$ cat config.mk
export PLATFORM = sky130hd
export DESIGN_NAME = release_axi_writer_flat
export DESIGN_NICKNAME = d
export VERILOG_FILES = /design/src/rtl/release_axi_writer_if.sv /design/src/rtl/release_axi_writer.sv /design/src/flat_wrapper.sv
export SDC_FILE = /design/constraint.sdc
export NUM_CORES = 1
export LEC_CHECK = 0
export CAP_MARGIN = 15
export CORE_AREA = 2 2 96 98
export DETAILED_ROUTE_END_ITERATION = 12
export DIE_AREA = 0 0 98 100
export PLACE_DENSITY = 0.77
export SYNTH_ARGS = -nofsm -noshare
export SYNTH_HDL_FRONTEND = slang
export SYNTH_SLANG_ARGS = --single-unit
$ cat constraint.sdc
create_clock -name clk -period 2.1 [get_ports clk]
set_clock_uncertainty 0.1 [all_clocks]
set_input_delay 0.21 -clock clk [delete_from_list [all_inputs] [get_ports clk]]
set_output_delay 0.21 -clock clk [all_outputs]
set_load 0.01 [all_outputs]
$ cat src/rtl/release_axi_writer_if.sv
// Bundles the release-queue dequeue side, the AXI4 AW/W/B channels, the grant channel and
// the sticky error flag for release_axi_writer.
interface release_axi_writer_if;
  logic        io_rel_ready;
  logic        io_rel_valid;
  logic [1:0]  io_rel_bits_header_src;
  logic [1:0]  io_rel_bits_header_dst;
  logic [2:0]  io_rel_bits_payload_addr_beat;
  logic [25:0] io_rel_bits_payload_addr_block;
  logic        io_rel_bits_payload_client_xact_id;
  logic        io_rel_bits_payload_voluntary;
  logic [2:0]  io_rel_bits_payload_r_type;
  logic [63:0] io_rel_bits_payload_data;

  logic        io_aw_ready;
  logic        io_aw_valid;
  logic [31:0] io_aw_bits_addr;
  logic [2:0]  io_aw_bits_id;
  logic [7:0]  io_aw_bits_len;
  logic [2:0]  io_aw_bits_size;
  logic [1:0]  io_aw_bits_burst;

  logic        io_w_ready;
  logic        io_w_valid;
  logic [63:0] io_w_bits_data;
  logic [7:0]  io_w_bits_strb;
  logic        io_w_bits_last;

  logic        io_b_ready;
  logic        io_b_valid;
  logic [2:0]  io_b_bits_id;
  logic [1:0]  io_b_bits_resp;

  logic        io_grant_ready;
  logic        io_grant_valid;
  logic [1:0]  io_grant_bits_header_src;
  logic [1:0]  io_grant_bits_header_dst;
  logic        io_grant_bits_client_xact_id;

  logic        io_err;

  modport master (
    output io_rel_ready,
    input  io_rel_valid, io_rel_bits_header_src, io_rel_bits_header_dst,
    input  io_rel_bits_payload_addr_beat, io_rel_bits_payload_addr_block,
    input  io_rel_bits_payload_client_xact_id, io_rel_bits_payload_voluntary,
    input  io_rel_bits_payload_r_type, io_rel_bits_payload_data,
    input  io_aw_ready,
    output io_aw_valid, io_aw_bits_addr, io_aw_bits_id, io_aw_bits_len, io_aw_bits_size,
    output io_aw_bits_burst,
    input  io_w_ready,
    output io_w_valid, io_w_bits_data, io_w_bits_strb, io_w_bits_last,
    output io_b_ready,
    input  io_b_valid, io_b_bits_id, io_b_bits_resp,
    input  io_grant_ready,
    output io_grant_valid, io_grant_bits_header_src, io_grant_bits_header_dst,
    output io_grant_bits_client_xact_id,
    output io_err
  );

  modport slave (
    input  io_rel_ready,
    output io_rel_valid, io_rel_bits_header_src, io_rel_bits_header_dst,
    output io_rel_bits_payload_addr_beat, io_rel_bits_payload_addr_block,
    output io_rel_bits_payload_client_xact_id, io_rel_bits_payload_voluntary,
    output io_rel_bits_payload_r_type, io_rel_bits_payload_data,
    output io_aw_ready,
    input  io_aw_valid, io_aw_bits_addr, io_aw_bits_id, io_aw_bits_len, io_aw_bits_size,
    input  io_aw_bits_burst,
    output io_w_ready,
    input  io_w_valid, io_w_bits_data, io_w_bits_strb, io_w_bits_last,
    input  io_b_ready,
    output io_b_valid, io_b_bits_id, io_b_bits_resp,
    output io_grant_ready,
    input  io_grant_valid, io_grant_bits_header_src, io_grant_bits_header_dst,
    input  io_grant_bits_client_xact_id,
    input  io_err
  );
endinterface

$ cat src/rtl/release_axi_writer.sv
// Turns TileLink releases into AXI4 write bursts and answers voluntary releases with a grant
// once the write response has returned. One release is handled at a time.
module release_axi_writer #(
  parameter int unsigned DATA_BEATS = 8,
  parameter int unsigned BEAT_BYTES = 8
) (
  input logic                   clk,
  input logic                   reset,
  release_axi_writer_if.master  bus_io
);
  localparam int unsigned CntW = $clog2(DATA_BEATS);
  localparam logic [CntW-1:0] LastBeat = CntW'(DATA_BEATS - 1);

  typedef enum logic [2:0] {StIdle, StAw, StData, StResp, StGrant} state_e;

  state_e          state_q;
  logic [CntW-1:0] cnt_q;
  logic [1:0]      src_q, dst_q;
  logic            xact_q, vol_q, err_q;
  logic [25:0]     block_q;

  logic has_data, w_fire;

  assign has_data = (bus_io.io_rel_bits_payload_r_type == 3'd0) ||
                    (bus_io.io_rel_bits_payload_r_type == 3'd1);
  assign w_fire   = bus_io.io_w_valid && bus_io.io_w_ready;

  // DATA is a straight pass-through so beats are never buffered inside this block.
  always_comb begin
    bus_io.io_rel_ready = 1'b0;
    bus_io.io_w_valid   = 1'b0;
    case (state_q)
      StIdle:  bus_io.io_rel_ready = bus_io.io_rel_valid && !has_data;
      StData: begin
        bus_io.io_rel_ready = bus_io.io_w_ready;
        bus_io.io_w_valid   = bus_io.io_rel_valid;
      end
      default: ;
    endcase
  end

  assign bus_io.io_aw_valid      = (state_q == StAw);
  assign bus_io.io_aw_bits_addr  = {block_q, 6'd0};
  assign bus_io.io_aw_bits_id    = {src_q, xact_q};
  assign bus_io.io_aw_bits_len   = 8'(DATA_BEATS - 1);
  assign bus_io.io_aw_bits_size  = 3'($clog2(BEAT_BYTES));
  assign bus_io.io_aw_bits_burst = 2'b01;

  assign bus_io.io_w_bits_data = bus_io.io_rel_bits_payload_data;
  assign bus_io.io_w_bits_strb = '1;
  assign bus_io.io_w_bits_last = (cnt_q == LastBeat);

  assign bus_io.io_b_ready = (state_q == StResp);

  assign bus_io.io_grant_valid               = (state_q == StGrant);
  assign bus_io.io_grant_bits_header_src     = dst_q;
  assign bus_io.io_grant_bits_header_dst     = src_q;
  assign bus_io.io_grant_bits_client_xact_id = xact_q;

  assign bus_io.io_err = err_q;

  always_ff @(posedge clk) begin
    if (reset) begin
      state_q <= StIdle;
      cnt_q   <= '0;
      src_q   <= '0;
      dst_q   <= '0;
      xact_q  <= 1'b0;
      vol_q   <= 1'b0;
      block_q <= '0;
      err_q   <= 1'b0;
    end else begin
      case (state_q)
        StIdle: begin
          if (bus_io.io_rel_valid) begin
            src_q  <= bus_io.io_rel_bits_header_src;
            dst_q  <= bus_io.io_rel_bits_header_dst;
            xact_q <= bus_io.io_rel_bits_payload_client_xact_id;
            vol_q  <= bus_io.io_rel_bits_payload_voluntary;
            if (has_data) begin
              block_q <= bus_io.io_rel_bits_payload_addr_block;
              state_q <= StAw;
            end else if (bus_io.io_rel_bits_payload_voluntary) begin
              state_q <= StGrant;
            end
          end
        end
        StAw: begin
          if (bus_io.io_aw_ready) begin
            cnt_q   <= '0;
            state_q <= StData;
          end
        end
        StData: begin
          if (w_fire) begin
            // A misnumbered beat is still forwarded; it only raises the sticky flag.
            if (bus_io.io_rel_bits_payload_addr_beat != cnt_q) err_q <= 1'b1;
            if (cnt_q == LastBeat) begin
              cnt_q   <= '0;
              state_q <= StResp;
            end else begin
              cnt_q <= cnt_q + 1'b1;
            end
          end
        end
        StResp: begin
          if (bus_io.io_b_valid) begin
            if ((bus_io.io_b_bits_resp != 2'b00) || (bus_io.io_b_bits_id != {src_q, xact_q})) begin
              err_q <= 1'b1;
            end
            state_q <= vol_q ? StGrant : StIdle;
          end
        end
        StGrant: begin
          if (bus_io.io_grant_ready) state_q <= StIdle;
        end
        default: state_q <= StIdle;
      endcase
    end
  end
endmodule

$ cat src/flat_wrapper.sv
// flat-port wrapper written by rule: the top's interface ports become plain ports
module release_axi_writer_flat 
#(
  parameter int unsigned DATA_BEATS = 8,
  parameter int unsigned BEAT_BYTES = 8
)
  (clk, reset, bus_io_io_rel_ready, bus_io_io_rel_valid, bus_io_io_rel_bits_header_src, bus_io_io_rel_bits_header_dst, bus_io_io_rel_bits_payload_addr_beat, bus_io_io_rel_bits_payload_addr_block, bus_io_io_rel_bits_payload_client_xact_id, bus_io_io_rel_bits_payload_voluntary, bus_io_io_rel_bits_payload_r_type, bus_io_io_rel_bits_payload_data, bus_io_io_aw_ready, bus_io_io_aw_valid, bus_io_io_aw_bits_addr, bus_io_io_aw_bits_id, bus_io_io_aw_bits_len, bus_io_io_aw_bits_size, bus_io_io_aw_bits_burst, bus_io_io_w_ready, bus_io_io_w_valid, bus_io_io_w_bits_data, bus_io_io_w_bits_strb, bus_io_io_w_bits_last, bus_io_io_b_ready, bus_io_io_b_valid, bus_io_io_b_bits_id, bus_io_io_b_bits_resp, bus_io_io_grant_ready, bus_io_io_grant_valid, bus_io_io_grant_bits_header_src, bus_io_io_grant_bits_header_dst, bus_io_io_grant_bits_client_xact_id, bus_io_io_err);
  release_axi_writer_if bus_io_i ();
  input logic clk;
  input logic reset;
  output wire logic [$bits(bus_io_i.io_rel_ready)-1:0] bus_io_io_rel_ready;
  input wire logic [$bits(bus_io_i.io_rel_valid)-1:0] bus_io_io_rel_valid;
  input wire logic [$bits(bus_io_i.io_rel_bits_header_src)-1:0] bus_io_io_rel_bits_header_src;
  input wire logic [$bits(bus_io_i.io_rel_bits_header_dst)-1:0] bus_io_io_rel_bits_header_dst;
  input wire logic [$bits(bus_io_i.io_rel_bits_payload_addr_beat)-1:0] bus_io_io_rel_bits_payload_addr_beat;
  input wire logic [$bits(bus_io_i.io_rel_bits_payload_addr_block)-1:0] bus_io_io_rel_bits_payload_addr_block;
  input wire logic [$bits(bus_io_i.io_rel_bits_payload_client_xact_id)-1:0] bus_io_io_rel_bits_payload_client_xact_id;
  input wire logic [$bits(bus_io_i.io_rel_bits_payload_voluntary)-1:0] bus_io_io_rel_bits_payload_voluntary;
  input wire logic [$bits(bus_io_i.io_rel_bits_payload_r_type)-1:0] bus_io_io_rel_bits_payload_r_type;
  input wire logic [$bits(bus_io_i.io_rel_bits_payload_data)-1:0] bus_io_io_rel_bits_payload_data;
  input wire logic [$bits(bus_io_i.io_aw_ready)-1:0] bus_io_io_aw_ready;
  output wire logic [$bits(bus_io_i.io_aw_valid)-1:0] bus_io_io_aw_valid;
  output wire logic [$bits(bus_io_i.io_aw_bits_addr)-1:0] bus_io_io_aw_bits_addr;
  output wire logic [$bits(bus_io_i.io_aw_bits_id)-1:0] bus_io_io_aw_bits_id;
  output wire logic [$bits(bus_io_i.io_aw_bits_len)-1:0] bus_io_io_aw_bits_len;
  output wire logic [$bits(bus_io_i.io_aw_bits_size)-1:0] bus_io_io_aw_bits_size;
  output wire logic [$bits(bus_io_i.io_aw_bits_burst)-1:0] bus_io_io_aw_bits_burst;
  input wire logic [$bits(bus_io_i.io_w_ready)-1:0] bus_io_io_w_ready;
  output wire logic [$bits(bus_io_i.io_w_valid)-1:0] bus_io_io_w_valid;
  output wire logic [$bits(bus_io_i.io_w_bits_data)-1:0] bus_io_io_w_bits_data;
  output wire logic [$bits(bus_io_i.io_w_bits_strb)-1:0] bus_io_io_w_bits_strb;
  output wire logic [$bits(bus_io_i.io_w_bits_last)-1:0] bus_io_io_w_bits_last;
  output wire logic [$bits(bus_io_i.io_b_ready)-1:0] bus_io_io_b_ready;
  input wire logic [$bits(bus_io_i.io_b_valid)-1:0] bus_io_io_b_valid;
  input wire logic [$bits(bus_io_i.io_b_bits_id)-1:0] bus_io_io_b_bits_id;
  input wire logic [$bits(bus_io_i.io_b_bits_resp)-1:0] bus_io_io_b_bits_resp;
  input wire logic [$bits(bus_io_i.io_grant_ready)-1:0] bus_io_io_grant_ready;
  output wire logic [$bits(bus_io_i.io_grant_valid)-1:0] bus_io_io_grant_valid;
  output wire logic [$bits(bus_io_i.io_grant_bits_header_src)-1:0] bus_io_io_grant_bits_header_src;
  output wire logic [$bits(bus_io_i.io_grant_bits_header_dst)-1:0] bus_io_io_grant_bits_header_dst;
  output wire logic [$bits(bus_io_i.io_grant_bits_client_xact_id)-1:0] bus_io_io_grant_bits_client_xact_id;
  output wire logic [$bits(bus_io_i.io_err)-1:0] bus_io_io_err;
  assign bus_io_io_rel_ready = bus_io_i.io_rel_ready;
  assign bus_io_i.io_rel_valid = bus_io_io_rel_valid;
  assign bus_io_i.io_rel_bits_header_src = bus_io_io_rel_bits_header_src;
  assign bus_io_i.io_rel_bits_header_dst = bus_io_io_rel_bits_header_dst;
  assign bus_io_i.io_rel_bits_payload_addr_beat = bus_io_io_rel_bits_payload_addr_beat;
  assign bus_io_i.io_rel_bits_payload_addr_block = bus_io_io_rel_bits_payload_addr_block;
  assign bus_io_i.io_rel_bits_payload_client_xact_id = bus_io_io_rel_bits_payload_client_xact_id;
  assign bus_io_i.io_rel_bits_payload_voluntary = bus_io_io_rel_bits_payload_voluntary;
  assign bus_io_i.io_rel_bits_payload_r_type = bus_io_io_rel_bits_payload_r_type;
  assign bus_io_i.io_rel_bits_payload_data = bus_io_io_rel_bits_payload_data;
  assign bus_io_i.io_aw_ready = bus_io_io_aw_ready;
  assign bus_io_io_aw_valid = bus_io_i.io_aw_valid;
  assign bus_io_io_aw_bits_addr = bus_io_i.io_aw_bits_addr;
  assign bus_io_io_aw_bits_id = bus_io_i.io_aw_bits_id;
  assign bus_io_io_aw_bits_len = bus_io_i.io_aw_bits_len;
  assign bus_io_io_aw_bits_size = bus_io_i.io_aw_bits_size;
  assign bus_io_io_aw_bits_burst = bus_io_i.io_aw_bits_burst;
  assign bus_io_i.io_w_ready = bus_io_io_w_ready;
  assign bus_io_io_w_valid = bus_io_i.io_w_valid;
  assign bus_io_io_w_bits_data = bus_io_i.io_w_bits_data;
  assign bus_io_io_w_bits_strb = bus_io_i.io_w_bits_strb;
  assign bus_io_io_w_bits_last = bus_io_i.io_w_bits_last;
  assign bus_io_io_b_ready = bus_io_i.io_b_ready;
  assign bus_io_i.io_b_valid = bus_io_io_b_valid;
  assign bus_io_i.io_b_bits_id = bus_io_io_b_bits_id;
  assign bus_io_i.io_b_bits_resp = bus_io_io_b_bits_resp;
  assign bus_io_i.io_grant_ready = bus_io_io_grant_ready;
  assign bus_io_io_grant_valid = bus_io_i.io_grant_valid;
  assign bus_io_io_grant_bits_header_src = bus_io_i.io_grant_bits_header_src;
  assign bus_io_io_grant_bits_header_dst = bus_io_i.io_grant_bits_header_dst;
  assign bus_io_io_grant_bits_client_xact_id = bus_io_i.io_grant_bits_client_xact_id;
  assign bus_io_io_err = bus_io_i.io_err;
  release_axi_writer #(.DATA_BEATS(DATA_BEATS), .BEAT_BYTES(BEAT_BYTES)) u_core (.clk(clk), .reset(reset), .bus_io(bus_io_i));
endmodule
# Yosys cells after proc, flatten, opt, wreduce, memory -nomap -nowiden
# Cells that the tools add are included.
# word_totals
reg_bits,39
word_cells,62
out_inout_bits,132
# classes
reduce_logical,15
add_sub_neg,1
muxes,21
n_eq_ne,17
# op_table
operator,n
$mux 3,12
$pmux 3 s5,1
$ne 2x1->1 const B,4
$ne 2x2->1 const B,4
$reduce_and 7->1,1
$eq 3x1->1 const B,2
$eq 3x2->1 const B,2
$eq 3x3->1 const B,2
$logic_not 3->1,2
$ne 3x3->1,2
$pmux 3 s2,1
$reduce_and 3->1,2
$reduce_bool 2->1,3
$mux 1,5
$reduce_and 5->1,1
$pmux 1 s2,2
$add 3x1->3 const B,1
$ne 3x2->1 const B,1
$logic_and 1x1->1,2
$logic_or 1x1->1,2
$reduce_and 2->1,1
$logic_not 1->1,1

# Longest topological paths before layout
# Gate-level depths: netlist of the first run.
# depth
word_depth,5
ltp_mapped,8
ltp_nobuf,5

# Worst setup path after synthesis of the first run
# No wires, ideal clock.
# synth_path
kind,reg2reg
start,register u_core.cnt_q[0]
end,register u_core.state_q[0]
n_path_buf,0
stages_incl_launch_ff,6
setup_ns,0.070
required_ns,1.930
slack_ns,0.547
arrival_ns,1.382
synth_period_minus_slack_ns,1.553
cell_sequence,dfxtp_1 ha_1 ha_1 a21oi_1 or4b_1 a21oi_1
# synth_between
elab_chain_len,3
# synth_lines
item,line_no,rtl
start: declaration,release_axi_writer.sv:17,logic [CntW-1:0] cnt_q;
start signal: assignment,release_axi_writer.sv:102,cnt_q <= cnt_q + 1'b1;
$eq 3x3->1,n/a,
net bus_io_io_w_bits_last,flat_wrapper.sv:32,output wire logic [$bits(bus_io_i.io_w_bits_last)-1:0] bus_io_io_w_bits_last;
$ne 2x2->1 (no line),n/a,
$reduce_and 7->1 (no line),n/a,
end signal: assignment,release_axi_writer.sv:64,state_q <= StIdle;
end signal: assignment,release_axi_writer.sv:82,state_q <= StAw;
end signal: assignment,release_axi_writer.sv:84,state_q <= StGrant;
end: declaration,release_axi_writer.sv:16,state_e state_q;
# The timed path passes the listed nets, and every way through them passes these cells.
# A chain may end at the register's enable or synchronous reset.

# Final worst setup path of the first run
# layout_path
start,input port bus_io_io_rel_valid
end,output port bus_io_io_w_valid
# layout_between
elab_chain_len,1
# layout_lines
item,line_no,rtl
start: declaration,flat_wrapper.sv:12,input wire logic [$bits(bus_io_i.io_rel_valid)-1:0] bus_io_io_rel_valid;
$mux 1,release_axi_writer.sv:32,case (state_q)
end: declaration,flat_wrapper.sv:29,output wire logic [$bits(bus_io_i.io_w_valid)-1:0] bus_io_io_w_valid;
# Every way passes these cells.

==> flow_metrics.env, run 1 <==
export IMPL_synthFlopType="dfxtp_1"
export IMPL_power_density_nw_per_um2=639
export IMPL_arrival_ps=1690
export IMPL_instances_no_fill=435
export IMPL_maxCapViolations=0
export IMPL_hold_path_class="input port to output pin"
export IMPL_std_cell_rows=35
export IMPL_die_height_um=100
export IMPL_ant_nets=0
export IMPL_clk_latency_ps=290
export IMPL_grtUsageTotal_pct=10.6
export IMPL_drt_total_wl_um=5370
export IMPL_syn_inst=300
export IMPL_fmax_ghz=0.500
export IMPL_via_per_inst=4.23
export IMPL_cts_buffers=5
export IMPL_async_flop_share_pct=0
export IMPL_dp_hpwl_um=4090
export IMPL_cts_sinks=39
export IMPL_status="finished, final reports clean"
export IMPL_rr_worst_depth=4
export IMPL_dr_total_vias=1838
export IMPL_htreeDepth=2
export IMPL_cp_start_kind="input port"
export IMPL_post_route_cells_drive_above_1_share_pct=7.72
export IMPL_ys_ff_latch=39
export IMPL_drt_initial_drc_count=42
export IMPL_grt_pass1_wl_um=8570
export IMPL_synth_seq_area_share_pct=32.2
export IMPL_synth_edff_count=0
export IMPL_synthMostInstantiatedCell="buf_4"
export IMPL_synth_area_per_cell_um2=8.07
export IMPL_ctsLongestPathBuffers=2
export IMPL_yosys_warnings=0
export IMPL_gp_congestion=0.802
export IMPL_syn_area_um2=2420
export IMPL_hold_violations=0
export IMPL_yosys_top_cells_count="buf_4, nand2_1, dfxtp_1"
export IMPL_grt_overflow_total=0
export IMPL_die_w_um=98
export IMPL_antenna_found_initial=0
export IMPL_first_pass_iters=4
export IMPL_end_kind="output pin"
export IMPL_finalSetupViolCount=0
export IMPL_nNetsFinal=440
export IMPL_cts_root_buf="clkbuf_8"
export IMPL_dieArea_um2=9800
export IMPL_synth_top_cell_area_share_pct=32.2
export IMPL_area_growth_pct=20.9
export IMPL_tightestPinTransition_ps=559
export IMPL_min_period_ps=2000
export IMPL_synth_area_leaders="dfxtp_1, buf_4, nand2_1, a21oi_1, mux2i_1"
export IMPL_core_area_um2=8890
export IMPL_critPathKind="input port to output pin"
export IMPL_fin_crit_sh_pct=95.2
export IMPL_grt_pass1_vias=1771
export IMPL_cts_tree="done"
export IMPL_diodes=0
export IMPL_io_pins=246
export IMPL_placed_cell_area_um2=2840
export IMPL_p_leak_uw=0.00112
export IMPL_grt_start_max_net_pins=27
export IMPL_cp_max_fo=3
export IMPL_wl_per_cell_um=12.3
export IMPL_critPathRequiredTime_ps=1790
export IMPL_drc=0
export IMPL_final_max_slew_viol_count=0
export IMPL_synth_largest_area_cell="dfxtp_1"
export IMPL_fin_area_um2=2930
export IMPL_peakVddDrop_uv=283
export IMPL_slew_headroom_pct=62.6
export IMPL_rsz0062_at_grt="false"
export IMPL_placed_cells=428
export IMPL_port_buffers=89
export IMPL_start_util_pct=27.2
export IMPL_synth_cell_types=32
export IMPL_min_path_cells=0
## placed cells by master, fill, tap and decap left out, types with 2 or more instances in the layout
cell type and count:
nand2_1 53, buf_4 10, dfxtp_1 36, nor4_1 2, nor2_1 15, and2_1 3
conb_1 27, dfxtp_2 3, nor3b_1 3, clkbuf_8 6, clkdlybuf4s50_1 88, nand2b_1 3
nand3_1 3, ha_1 2, mux2i_1 7, a21oi_1 34, nor3_1 5, xor2_1 6
## report_power, final
part           internal (µW)  total [µW]  switching (µW)
Combinational            284         500             216
Sequential               791         851            59.5
Clock                    258         519             261
Total                   1330        1870             536
## registers in the layout (all words and copies together), names as in the netlist
signal	flops
u_core.cnt_q	3
u_core.state_q	3
u_core.vol_q	1
u_core.bus_io.io_grant_bits_header_src	2
u_core.block_q	26
u_core.bus_io.io_err	1
u_core.bus_io.io_grant_bits_header_dst	2
u_core.bus_io.io_grant_bits_client_xact_id	1
## cell type report
| type | count | area [µm²] |
|---|---|---|
| clock buffers | 6 | 82.6 |
| multi-input cells | 178 | 931 |
| repair buffers | 100 | 985 |
| well taps | 111 | 139 |
| flip-flops and latches | 39 | 785 |
| fillers | 936 | 5960 |
| clock inverters | 1 | 5.00 |
## final timing paths
path / from / endpoint / slack, ps
max: bus_io_io_rel_valid / bus_io_io_w_valid / 100
max reg2reg: u_core.state_q[1] / u_core.state_q[2] / 410
min reg2reg: u_core.block_q[4] / u_core.block_q[4] / 360
min: bus_io_io_rel_bits_payload_data[10] / bus_io_io_w_bits_data[10] / 320
## per-stage QoR
step	worst slack [ps]	TNS [ps]	total power, µW	utilization [%]	hold slack (ps)
CTS	24.5	0	1900	32.9	320
finish	101	0	1870	32.9	320
floorplan	547	0	1300	-	246
global route	20.8	0	1980	32.9	320
global placement	-20.9	-20.9	1360	31.9	320
detailed placement	-31.3	-31.3	1370	31.9	320
## worst max-delay path: stages
cell and delay [ps]:
clkdlybuf4s50_1 480, buf_4 120, nor2b_2 200, and2_1 150
clkdlybuf4s50_1 530
## per-layer routing
layer / GRT usage, % / share of wire, %
met1: 11.6 / 37
met2: 18.1 / 51
met3: 3.90 / 8.2
met4: 5.66 / 2.9
met5: 0 / 0
## what timing repair did
action	CTS	global route
endpoints found under the setup margin	3	3
gates resized for setup	2	2
setup buffers	0	0
hold buffers	0	0
pin swaps	0	0
## cell families (layout without fill, tap and decap cells)
logic type	after synthesis	in the layout	synth area share, %
buf+inv	108	107	33.2
simple gates	94	94	18.3
compound gates	42	42	9.82
flops	39	39	32.2
mux	7	7	2.89
xor+xnor	6	6	2.17
fa+ha+maj	2	2	1.03
other cells	2	27	0.310
(Power assumes the default switching activity.)
==> run 2, diff against run 1 <==
--- a/config.mk
+++ b/config.mk
@@ -9,6 +9,7 @@
 export CORE_AREA = 2 2 96 98
 export DETAILED_ROUTE_END_ITERATION = 12
 export DIE_AREA = 0 0 98 100
+export MAX_ROUTING_LAYER = met4
 export PLACE_DENSITY = 0.77
 export SYNTH_ARGS = -nofsm -noshare
 export SYNTH_HDL_FRONTEND = slang
==> run 2 against run 1 <==
Effect of this change: via count down 0.33%; sequential share of layout area stayed put; global-route usage rose by 0.27 points; power about the same; critical path depth unchanged; register-to-register slack is essentially flat; setup slack worse by 13 ps; critical path type unchanged.
==> flow_metrics.env, run 2 (synthesis gave the netlist of run 1 again) <==
export IMPL_nNetsFinal=440
export IMPL_dr_total_vias=1832
export IMPL_critPathRequiredTime_ps=1790
export IMPL_placed_cells=428
export IMPL_hold_violations=0
export IMPL_grt_start_max_net_pins=27
export IMPL_dieArea_um2=9800
export IMPL_final_max_slew_viol_count=0
export IMPL_via_per_inst=4.21
export IMPL_fin_crit_sh_pct=95.8
export IMPL_worstPathBufferInverterCount=3
export IMPL_p_leak_uw=0.00112
export IMPL_drc=0
export IMPL_slowest_stage="clkdlybuf4s50_1"
export IMPL_regMostFlops="u_core.block_q"
export IMPL_min_period_ps=2010
export IMPL_cts_sinks=39
export IMPL_io_pins=246
export IMPL_slew_headroom_pct=62.2
export IMPL_cts_setup_buffers=0
export IMPL_largest_reg_flops=26
export IMPL_finalSetupViolCount=0
export IMPL_ctsLongestPathBuffers=2
export IMPL_critPathTopFamily="buffers and inverters"
export IMPL_first_pass_iters=5
export IMPL_die_w_um=98
export IMPL_cpMostUsedCell="clkdlybuf4s50_1"
export IMPL_grt_overflow_total=0
export IMPL_layout_commonest_cell="clkdlybuf4s50_1"
export IMPL_holdWs_ps=320
export IMPL_ant_nets=0
export IMPL_area_growth_pct=20.9
export IMPL_cp_start_kind="input port"
export IMPL_cp_max_fo=3
export IMPL_start_util_pct=27.2
export IMPL_power_density_nw_per_um2=639
export IMPL_fillCellCount=936
export IMPL_ctsHoldBuffers=0
export IMPL_rsz0062_at_grt="false"
export IMPL_wl_per_cell_um=12.4
export IMPL_multi_input_area_um2=931
export IMPL_post_route_cells_drive_above_1_share_pct=7.72
export IMPL_clk_latency_ps=290
export IMPL_design_power_total_uw=1870
export IMPL_cts_buffers=5
export IMPL_final_cell_mix="clkdlybuf4s50_1, nand2_1, dfxtp_1, a21oi_1, conb_1"
export IMPL_grt_pass1_wl_um=8580
export IMPL_peakVddDrop_uv=282
export IMPL_gp_congestion=0.813
export IMPL_fmax_ghz=0.497
export IMPL_top_regs="u_core.block_q: 26 flops, u_core.cnt_q: 3 flops, u_core.state_q: 3 flops"
export IMPL_tightestPinTransition_ps=565
export IMPL_hold_path_class="input port to output pin"
export IMPL_drt_initial_drc_count=41
export IMPL_status="finished, final reports clean"
export IMPL_worstPathCellList="clkdlybuf4s50_1 > buf_4 > nor2b_2 > and2_1 > clkdlybuf4s50_1"
export IMPL_std_cell_rows=35
export IMPL_die_height_um=100
export IMPL_end_kind="output pin"
export IMPL_maxCapViolations=0
export IMPL_arrival_ps=1700
export IMPL_fin_util_pct=32.9
export IMPL_grtUsageTotal_pct=10.9
export IMPL_cts_tree="done"
export IMPL_slowest_delay_ps=530
export IMPL_grt_pass1_vias=1771
export IMPL_antenna_found_initial=0
export IMPL_critPathKind="input port to output pin"
export IMPL_diodes=0
export IMPL_cts_root_buf="clkbuf_8"
export IMPL_register_area_um2=785
export IMPL_port_buffers=89
export IMPL_htreeDepth=2
export IMPL_core_area_um2=8890
export IMPL_instances_no_fill=435
export IMPL_drt_total_wl_um=5380
export IMPL_dp_hpwl_um=4090
[run 2: cell counts in the layout (fill, tap and decap cells not counted)]
Identical to the previous run, type by type.
[run 2: per-stage QoR]
step | worst slack (ps) | area (µm²) | TNS, ps
6_report | 87.8 | 2930 | 0
5_1_grt | 23.5 | 2930 | 0
4_1_cts | 24.5 | 2920 | 0
3_5_place_dp | -31.3 | 2840 | -31.3
3_3_place_gp | -20.9 | 2840 | -20.9
2_1_floorplan | 547 | 2510 | 0
[run 2: worst paths after layout]
path                                       startpoint                        end  slack [ps]  depth (start not counted)
setup / recovery                  bus_io_io_rel_valid          bus_io_io_w_valid          90                          5
hold / removal    bus_io_io_rel_bits_payload_data[10]  bus_io_io_w_bits_data[10]         320                          0
setup reg to reg                    u_core.state_q[1]          u_core.state_q[2]         410                          4
hold reg to reg                     u_core.block_q[4]          u_core.block_q[4]         360                          2
[run 2: power breakdown]
part	switching (µW)	internal [µW]
logic	216	284
clock network	260	258
registers	59.5	791
[run 2: cell type report]
cell class | instances | share of cell area [%]
clock buffers | 6 | 2.82
clock inverters | 1 | 0.171
multi-input cells | 178 | 31.8
flip-flops and latches | 39 | 26.8
well taps | 111 | 4.75
repair buffers | 100 | 33.6
[run 2: routing by layer]
layer	GRT usage [%]	routed length (µm)	share of wire, %	vias to the layer above
met5	-	0	0	-
met4	5.66	176	3.3	0
met3	2.58	361	6.7	22
met2	18.0	2740	51	75
met1	12.4	2100	39	842
li1	-	-	-	893
[run 2: repair_timing]
action / 4_1_cts / 5_1_grt
gates resized for setup: 2 / 2
endpoints found under the setup margin: 3 / 3
gates cloned: 0 / 0
